--- src/rtl/booth_mul_arbiter_if.sv ---
// Bundle between requesters, the round-robin arbiter and the shared booth multiplier.
// The slave modport is the arbiter; the master modport is its environment (clients plus multiplier).
interface booth_mul_arbiter_if #(
  parameter int N_REQ = 4
);
  logic [N_REQ-1:0]   req;
  logic [8*N_REQ-1:0] mcand;
  logic [8*N_REQ-1:0] mplier;
  logic [N_REQ-1:0]   ack;
  logic [N_REQ-1:0]   res_valid;
  logic [15:0]        product;
  logic               err;
  logic               busy;
  logic               mul_enable;
  logic [7:0]         mul_inbus;
  logic               mul_done;
  logic [7:0]         mul_outbus;

  modport slave (
    input  req, mcand, mplier, mul_done, mul_outbus,
    output ack, res_valid, product, err, busy, mul_enable, mul_inbus
  );

  modport master (
    output req, mcand, mplier, mul_done, mul_outbus,
    input  ack, res_valid, product, err, busy, mul_enable, mul_inbus
  );
endinterface

--- src/rtl/booth_mul_arbiter.sv ---
// Round-robin arbiter sharing one sequential 8x8 signed booth multiplier between N_REQ clients.
// Optional WAIT-state timeout abort is enabled by defining BOOTH_ARB_TIMEOUT_EN.
module booth_mul_arbiter #(
  parameter int N_REQ          = 4,
  parameter int TIMEOUT_CYCLES = 64
) (
  input  logic               clk,
  input  logic               rst,
  booth_mul_arbiter_if.slave bus
);

  localparam int IW = (N_REQ > 1) ? $clog2(N_REQ) : 1;

  if (N_REQ < 2 || N_REQ > 8 || TIMEOUT_CYCLES < 1) begin : g_paramCheck
    $error("booth_mul_arbiter: N_REQ must be 2..8 and TIMEOUT_CYCLES at least 1");
  end

  typedef enum logic [2:0] {
    S_IDLE,
    S_LOAD_M,
    S_LOAD_Q,
    S_WAIT,
    S_READ_LO,
    S_RESP
  } state_t;

  state_t           r_state;
  logic [IW-1:0]    r_winner;
  logic [IW-1:0]    r_lastGrant;
  logic [7:0]       r_mcand;
  logic [7:0]       r_mplier;
  logic [7:0]       r_prodHi;
  logic [N_REQ-1:0] r_ack;
  logic [N_REQ-1:0] r_resValid;
  logic [15:0]      r_product;
  logic             r_busy;
  logic             r_mulEnable;
  logic [7:0]       r_mulInbus;

  logic             w_grantValid;
  logic [IW-1:0]    w_grantIdx;
  logic [IW:0]      w_scanIdx;

`ifdef BOOTH_ARB_TIMEOUT_EN
  localparam int CW = (TIMEOUT_CYCLES > 1) ? $clog2(TIMEOUT_CYCLES + 1) : 1;
  logic [CW-1:0] r_waitCnt;
  logic          r_err;
`endif

  function automatic logic [N_REQ-1:0] oneHot(input logic [IW-1:0] idx);
    oneHot      = '0;
    oneHot[idx] = 1'b1;
  endfunction

  // Scan starts one past the last grant so the most recently served client ranks lowest.
  always_comb begin
    w_grantValid = 1'b0;
    w_grantIdx   = '0;
    w_scanIdx    = '0;
    for (int k = 0; k < N_REQ; k++) begin
      w_scanIdx = {1'b0, r_lastGrant} + (IW+1)'(k + 1);
      if (w_scanIdx >= (IW+1)'(N_REQ)) begin
        w_scanIdx = w_scanIdx - (IW+1)'(N_REQ);
      end
      if (!w_grantValid && bus.req[w_scanIdx[IW-1:0]]) begin
        w_grantValid = 1'b1;
        w_grantIdx   = w_scanIdx[IW-1:0];
      end
    end
  end

  always_ff @(posedge clk) begin
    if (rst) begin
      r_state     <= S_IDLE;
      r_winner    <= '0;
      r_lastGrant <= IW'(N_REQ - 1);
      r_mcand     <= '0;
      r_mplier    <= '0;
      r_prodHi    <= '0;
      r_ack       <= '0;
      r_resValid  <= '0;
      r_product   <= '0;
      r_busy      <= 1'b0;
      r_mulEnable <= 1'b0;
      r_mulInbus  <= '0;
`ifdef BOOTH_ARB_TIMEOUT_EN
      r_waitCnt   <= '0;
      r_err       <= 1'b0;
`endif
    end else begin
      r_ack      <= '0;
      r_resValid <= '0;
`ifdef BOOTH_ARB_TIMEOUT_EN
      r_err      <= 1'b0;
`endif
      case (r_state)
        S_IDLE: begin
          if (w_grantValid) begin
            r_winner <= w_grantIdx;
            r_mcand  <= bus.mcand[{w_grantIdx, 3'b000} +: 8];
            r_mplier <= bus.mplier[{w_grantIdx, 3'b000} +: 8];
            r_ack    <= oneHot(w_grantIdx);
            r_busy   <= 1'b1;
            r_state  <= S_LOAD_M;
          end
        end
        S_LOAD_M: begin
          r_mulEnable <= 1'b1;
          r_mulInbus  <= r_mcand;
          r_state     <= S_LOAD_Q;
        end
        S_LOAD_Q: begin
          r_mulEnable <= 1'b0;
          r_mulInbus  <= r_mplier;
`ifdef BOOTH_ARB_TIMEOUT_EN
          r_waitCnt   <= '0;
`endif
          r_state     <= S_WAIT;
        end
        // The A byte is on the result bus in the done cycle, the Q byte one cycle later.
        S_WAIT: begin
          r_mulInbus <= '0;
          if (bus.mul_done) begin
            r_prodHi <= bus.mul_outbus;
            r_state  <= S_READ_LO;
          end
`ifdef BOOTH_ARB_TIMEOUT_EN
          else if (r_waitCnt == CW'(TIMEOUT_CYCLES - 1)) begin
            r_err      <= 1'b1;
            r_resValid <= oneHot(r_winner);
            r_product  <= '0;
            r_state    <= S_RESP;
          end else begin
            r_waitCnt <= r_waitCnt + 1'b1;
          end
`endif
        end
        S_READ_LO: begin
          r_product  <= {r_prodHi, bus.mul_outbus};
          r_resValid <= oneHot(r_winner);
          r_state    <= S_RESP;
        end
        S_RESP: begin
          r_lastGrant <= r_winner;
          r_busy      <= 1'b0;
          r_state     <= S_IDLE;
        end
        default: begin
          r_busy  <= 1'b0;
          r_state <= S_IDLE;
        end
      endcase
    end
  end

  assign bus.ack        = r_ack;
  assign bus.res_valid  = r_resValid;
  assign bus.product    = r_product;
  assign bus.busy       = r_busy;
  assign bus.mul_enable = r_mulEnable;
  assign bus.mul_inbus  = r_mulInbus;
`ifdef BOOTH_ARB_TIMEOUT_EN
  assign bus.err        = r_err;
`else
  assign bus.err        = 1'b0;
`endif

endmodule

--- src/flat_wrapper.sv ---
// flat-port wrapper written by rule: the top's interface ports become plain ports
module booth_mul_arbiter_flat 
#(
  parameter int N_REQ          = 4,
  parameter int TIMEOUT_CYCLES = 64
)
  (clk, rst, bus_req, bus_mcand, bus_mplier, bus_mul_done, bus_mul_outbus, bus_ack, bus_res_valid, bus_product, bus_err, bus_busy, bus_mul_enable, bus_mul_inbus);
  booth_mul_arbiter_if #(.N_REQ(N_REQ)) bus_i ();
  input  logic clk;
  input  logic rst;
  input wire logic [$bits(bus_i.req)-1:0] bus_req;
  input wire logic [$bits(bus_i.mcand)-1:0] bus_mcand;
  input wire logic [$bits(bus_i.mplier)-1:0] bus_mplier;
  input wire logic [$bits(bus_i.mul_done)-1:0] bus_mul_done;
  input wire logic [$bits(bus_i.mul_outbus)-1:0] bus_mul_outbus;
  output wire logic [$bits(bus_i.ack)-1:0] bus_ack;
  output wire logic [$bits(bus_i.res_valid)-1:0] bus_res_valid;
  output wire logic [$bits(bus_i.product)-1:0] bus_product;
  output wire logic [$bits(bus_i.err)-1:0] bus_err;
  output wire logic [$bits(bus_i.busy)-1:0] bus_busy;
  output wire logic [$bits(bus_i.mul_enable)-1:0] bus_mul_enable;
  output wire logic [$bits(bus_i.mul_inbus)-1:0] bus_mul_inbus;
  assign bus_i.req = bus_req;
  assign bus_i.mcand = bus_mcand;
  assign bus_i.mplier = bus_mplier;
  assign bus_i.mul_done = bus_mul_done;
  assign bus_i.mul_outbus = bus_mul_outbus;
  assign bus_ack = bus_i.ack;
  assign bus_res_valid = bus_i.res_valid;
  assign bus_product = bus_i.product;
  assign bus_err = bus_i.err;
  assign bus_busy = bus_i.busy;
  assign bus_mul_enable = bus_i.mul_enable;
  assign bus_mul_inbus = bus_i.mul_inbus;
  booth_mul_arbiter #(.N_REQ(N_REQ), .TIMEOUT_CYCLES(TIMEOUT_CYCLES)) u_core (.clk(clk), .rst(rst), .bus(bus_i));
endmodule
--- config.mk ---
export PLATFORM = sky130hd
export DESIGN_NAME = booth_mul_arbiter_flat
export DESIGN_NICKNAME = d
export VERILOG_FILES = /design/src/rtl/booth_mul_arbiter_if.sv /design/src/rtl/booth_mul_arbiter.sv /design/src/flat_wrapper.sv
export SDC_FILE = /design/constraint.sdc
export NUM_CORES = 1
export LEC_CHECK = 0
export BUFFER_PORTS_ARGS = -buffer_cell sky130_fd_sc_hd__buf_2
export CAP_MARGIN = 15
export CORE_MARGIN = 2
export CORE_UTILIZATION = 35
export DETAILED_ROUTE_END_ITERATION = 7
export HOLD_SLACK_MARGIN = 0.15
export SYNTH_ARGS = -nofsm -noshare
export SYNTH_HDL_FRONTEND = slang
export SYNTH_SLANG_ARGS = --single-unit
--- constraint.sdc ---
create_clock -name clk -period 3.1 [get_ports clk]
set_clock_uncertainty 0.1 [all_clocks]
set_input_delay 0.155 -clock clk [delete_from_list [all_inputs] [get_ports clk]]
set_output_delay 0.155 -clock clk [all_outputs]
set_load 0.03 [all_outputs]
==> reports/metrics.cfg <==
[final_layout]
fin_nets=596
fin_util_pct=47.9
layout-drive-gt1-share_pct=31.4
nFillCells=901
final_cells=633
area_growth_pct=33.3
n_antenna_cell=0

[setup_path]
crit_type=flop to flop
required_ps=3270
end_kind=flop
max_stage_delay_ps=660
r2r-start=u_core.r_lastGrant[1]
r2r_cells=6
worstPathArrival_ps=2760
crit_path_top_delay_cell=dfxtp_1
worstPathMaxFanout=16
r2r_slack_ps=510
cp_cell_sequence=and3b_1 > nor2_1 > nand2_2 > a221oi_1 > dlygate4sd3_1 > a211oi_2
startpoint_type=flop
rr_endpoint=u_core.r_mcand[6]

[routing]
drt_wl_total_mm=9.27
antenna_left=0
dr.pass1.iters=4
wl_per_cell_um=14.6
drt_iter0_drc=232
drc_errors=0
vias=3254
vias_per_cell=5.14

[global_routing]
grt_pass1_wl_mm=14.7
track_usage_pct=18.3
antenna_found_initial=0
grt_max_degree=43
grt_pass1_vias=2969
overflow=0

[yosys]
synth_nets=468
synthCells=389
yosysSeqAreaShare_pct=39.3
synth-seq-cells=65
avgSynthCellArea_um2=8.50
synth_ff_type=dfxtp_1
synth_edf_count=0
yosysTopAreaCellShare_pct=39.3
synth_cell_types=52
yosysMostFrequentCell=dfxtp_1
synth_area_mm2=0.00331
synthArstFlopShare_pct=0
yosys-top-cells-area=dfxtp_1 39%, nand2_1 6.1%, a21oi_1 5.9%
yosysTopAreaCell=dfxtp_1
synth-warning-count=0
synth_common_cells=65 x dfxtp_1, 54 x nand2_1, 40 x nor2_1

[sta]
period_share_pct=83.6
rsz0062_at_grt=false
fin_crit_ps=2590
hold_violations=0
max_freq_mhz=386
worst_slew_pin_slew_ps=855
fin_ws_ps=509
setup_violations=0
slew_viol_final=0
slew_headroom_pct=43.0
setup-tns-final_ps=0
holdWs_ps=152

[clock_network]
clkSinkCount=65
numCtsBuffers=9
clockBufferDepth=2
clk_pin_slew_worst_paths_ps=80
clockRootBuffer=clkbuf_8
htreeDepth=3
post_cts_buffers=0
insertion_delay_ps=340
cts_tree=yes
ctsResizeCount=0

[pwr]
leakagePower_nw=1.90
peakVddDrop_mv=0.187
power-per-cell-area_mw_per_mm2=480

[placement]
gp_congestion=0.821
dp.final_hpwl_mm=6.32
dpl.cell_count=579
pre_cts_slack_ps=990
io_buffers=112

[floorplan]
die_w_um=101
fp.dieH_um=101
io_pins=114
start_util_pct=36.0
rows=35
fp.dieArea_mm2=0.0102
fp.coreArea_mm2=0.00920

[job]
max-cap-violations=0

[worst_hold_path]
min_to=u_core.r_mcand[4]
min_path_type=primary input to flop
hold_path_depth=3
min_from=bus_mcand[20]

[outcome]
status=completed

-- worst max-delay path, delay by kind of cell (launching register included) --
kind                   cells  cell delay, ps
and+or+nand+nor            3             760
buffers and inverters      1             610
DFF                        1             660
AOI/OAI and AO/OA          2             380
-- worst max path at each step --
stage                               start                 end  slack (ps)  cells past startpoint
floorplan           u_core.r_lastGrant[1]  u_core.r_mplier[0]        1470                      6
global placement    u_core.r_lastGrant[1]   u_core.r_mcand[6]        1080                      5
detailed placement      u_core.r_state[1]   u_core.r_mcand[5]         990                      5
CTS                 u_core.r_lastGrant[1]   u_core.r_mcand[6]         550                      6
global route        u_core.r_lastGrant[1]   u_core.r_mcand[1]         320                      6
finish              u_core.r_lastGrant[1]   u_core.r_mcand[6]         510                      6
-- metal layers --
metal / track usage (%) / wire [um] / up-vias
li1: - / - / 1649
met1: 25.4 / 4380 / 1492
met2: 28.1 / 4260 / 100
met3: 3.17 / 450 / 13
met4: 7.48 / 175 / 0
met5: 0 / 0 / -
-- report_power, final --
group / switching (mW) / leakage (nW) / internal (mW) / total, mW
registers: 0.0485 / 0.530 / 0.886 / 0.935
logic: 0.239 / 1.26 / 0.205 / 0.445
clock network: 0.340 / 0.107 / 0.396 / 0.736
total: 0.628 / 1.90 / 1.49 / 2.12
-- cells in the final DEF, fill, tap and decap left out, types with 2 or more instances in the layout --
cell type	count
and3_1	17
clkinv_2	2
a221oi_2	9
nand2b_1	9
a211oi_1	6
buf_4	4
nor2_1	40
clkbuf_8	10
inv_1	2
dlygate4sd3_1	38
nor4b_1	2
and4b_1	2
o21ai_1	14
a31o_2	2
clkinv_4	2
o21ai_0	8
nor2b_1	11
a31oi_4	2
nand2_1	54
buf_2	112
a21oi_1	39
a211oi_2	9
a221oi_1	14
dfxtp_1	65
nor3b_1	2
a21boi_0	15
nor4_1	2
nor3_1	3
-- state kept, by name, summed over array words and instances (netlist names) --
name / flops
u_core.r_winner: 2
u_core.r_state: 3
u_core.bus.ack: 4
u_core.bus.product: 16
u_core.r_lastGrant: 2
u_core.bus.mul_enable: 1
u_core.r_prodHi: 8
u_core.bus.res_valid: 4
u_core.bus.mul_inbus: 8
u_core.r_mplier: 8
u_core.bus.busy: 1
u_core.r_mcand: 8
-- repair_timing --
| item | CTS | global route |
|---|---|---|
| hold buffers | 38 | 0 |
| endpoints found under the setup margin | 0 | 0 |
| endpoints found under the hold margin | 34 | 0 |
-- metrics by stage --
step	cell area, um^2	power, mW
4_1_cts	4410	2.12
6_report	4410	2.12
3_3_place_gp	3820	1.33
3_5_place_dp	3820	1.33
5_1_grt	4410	2.21
2_1_floorplan	3310	1.22
-- logic make-up after synthesis --
family / synth area share, %
muxes: 0.303
buffers and inverters: 6.66
AOI/OAI and AO/OA: 30.6
and+or+nand+nor: 22.9
DFF: 39.3
other: 0.113
-- area by class of cell --
cell class,instances,area [um^2],area share [%]
clock buffer,10,138,3.12
clock inverter,6,66.3,1.50
sequential,65,1300,29.5
multi-input combinational,285,1790,40.5
inverter,2,7.51,0.170
tap,111,139,3.15
timing repair buffer,154,971,22.0
Power figures use the tool's default switching activity.
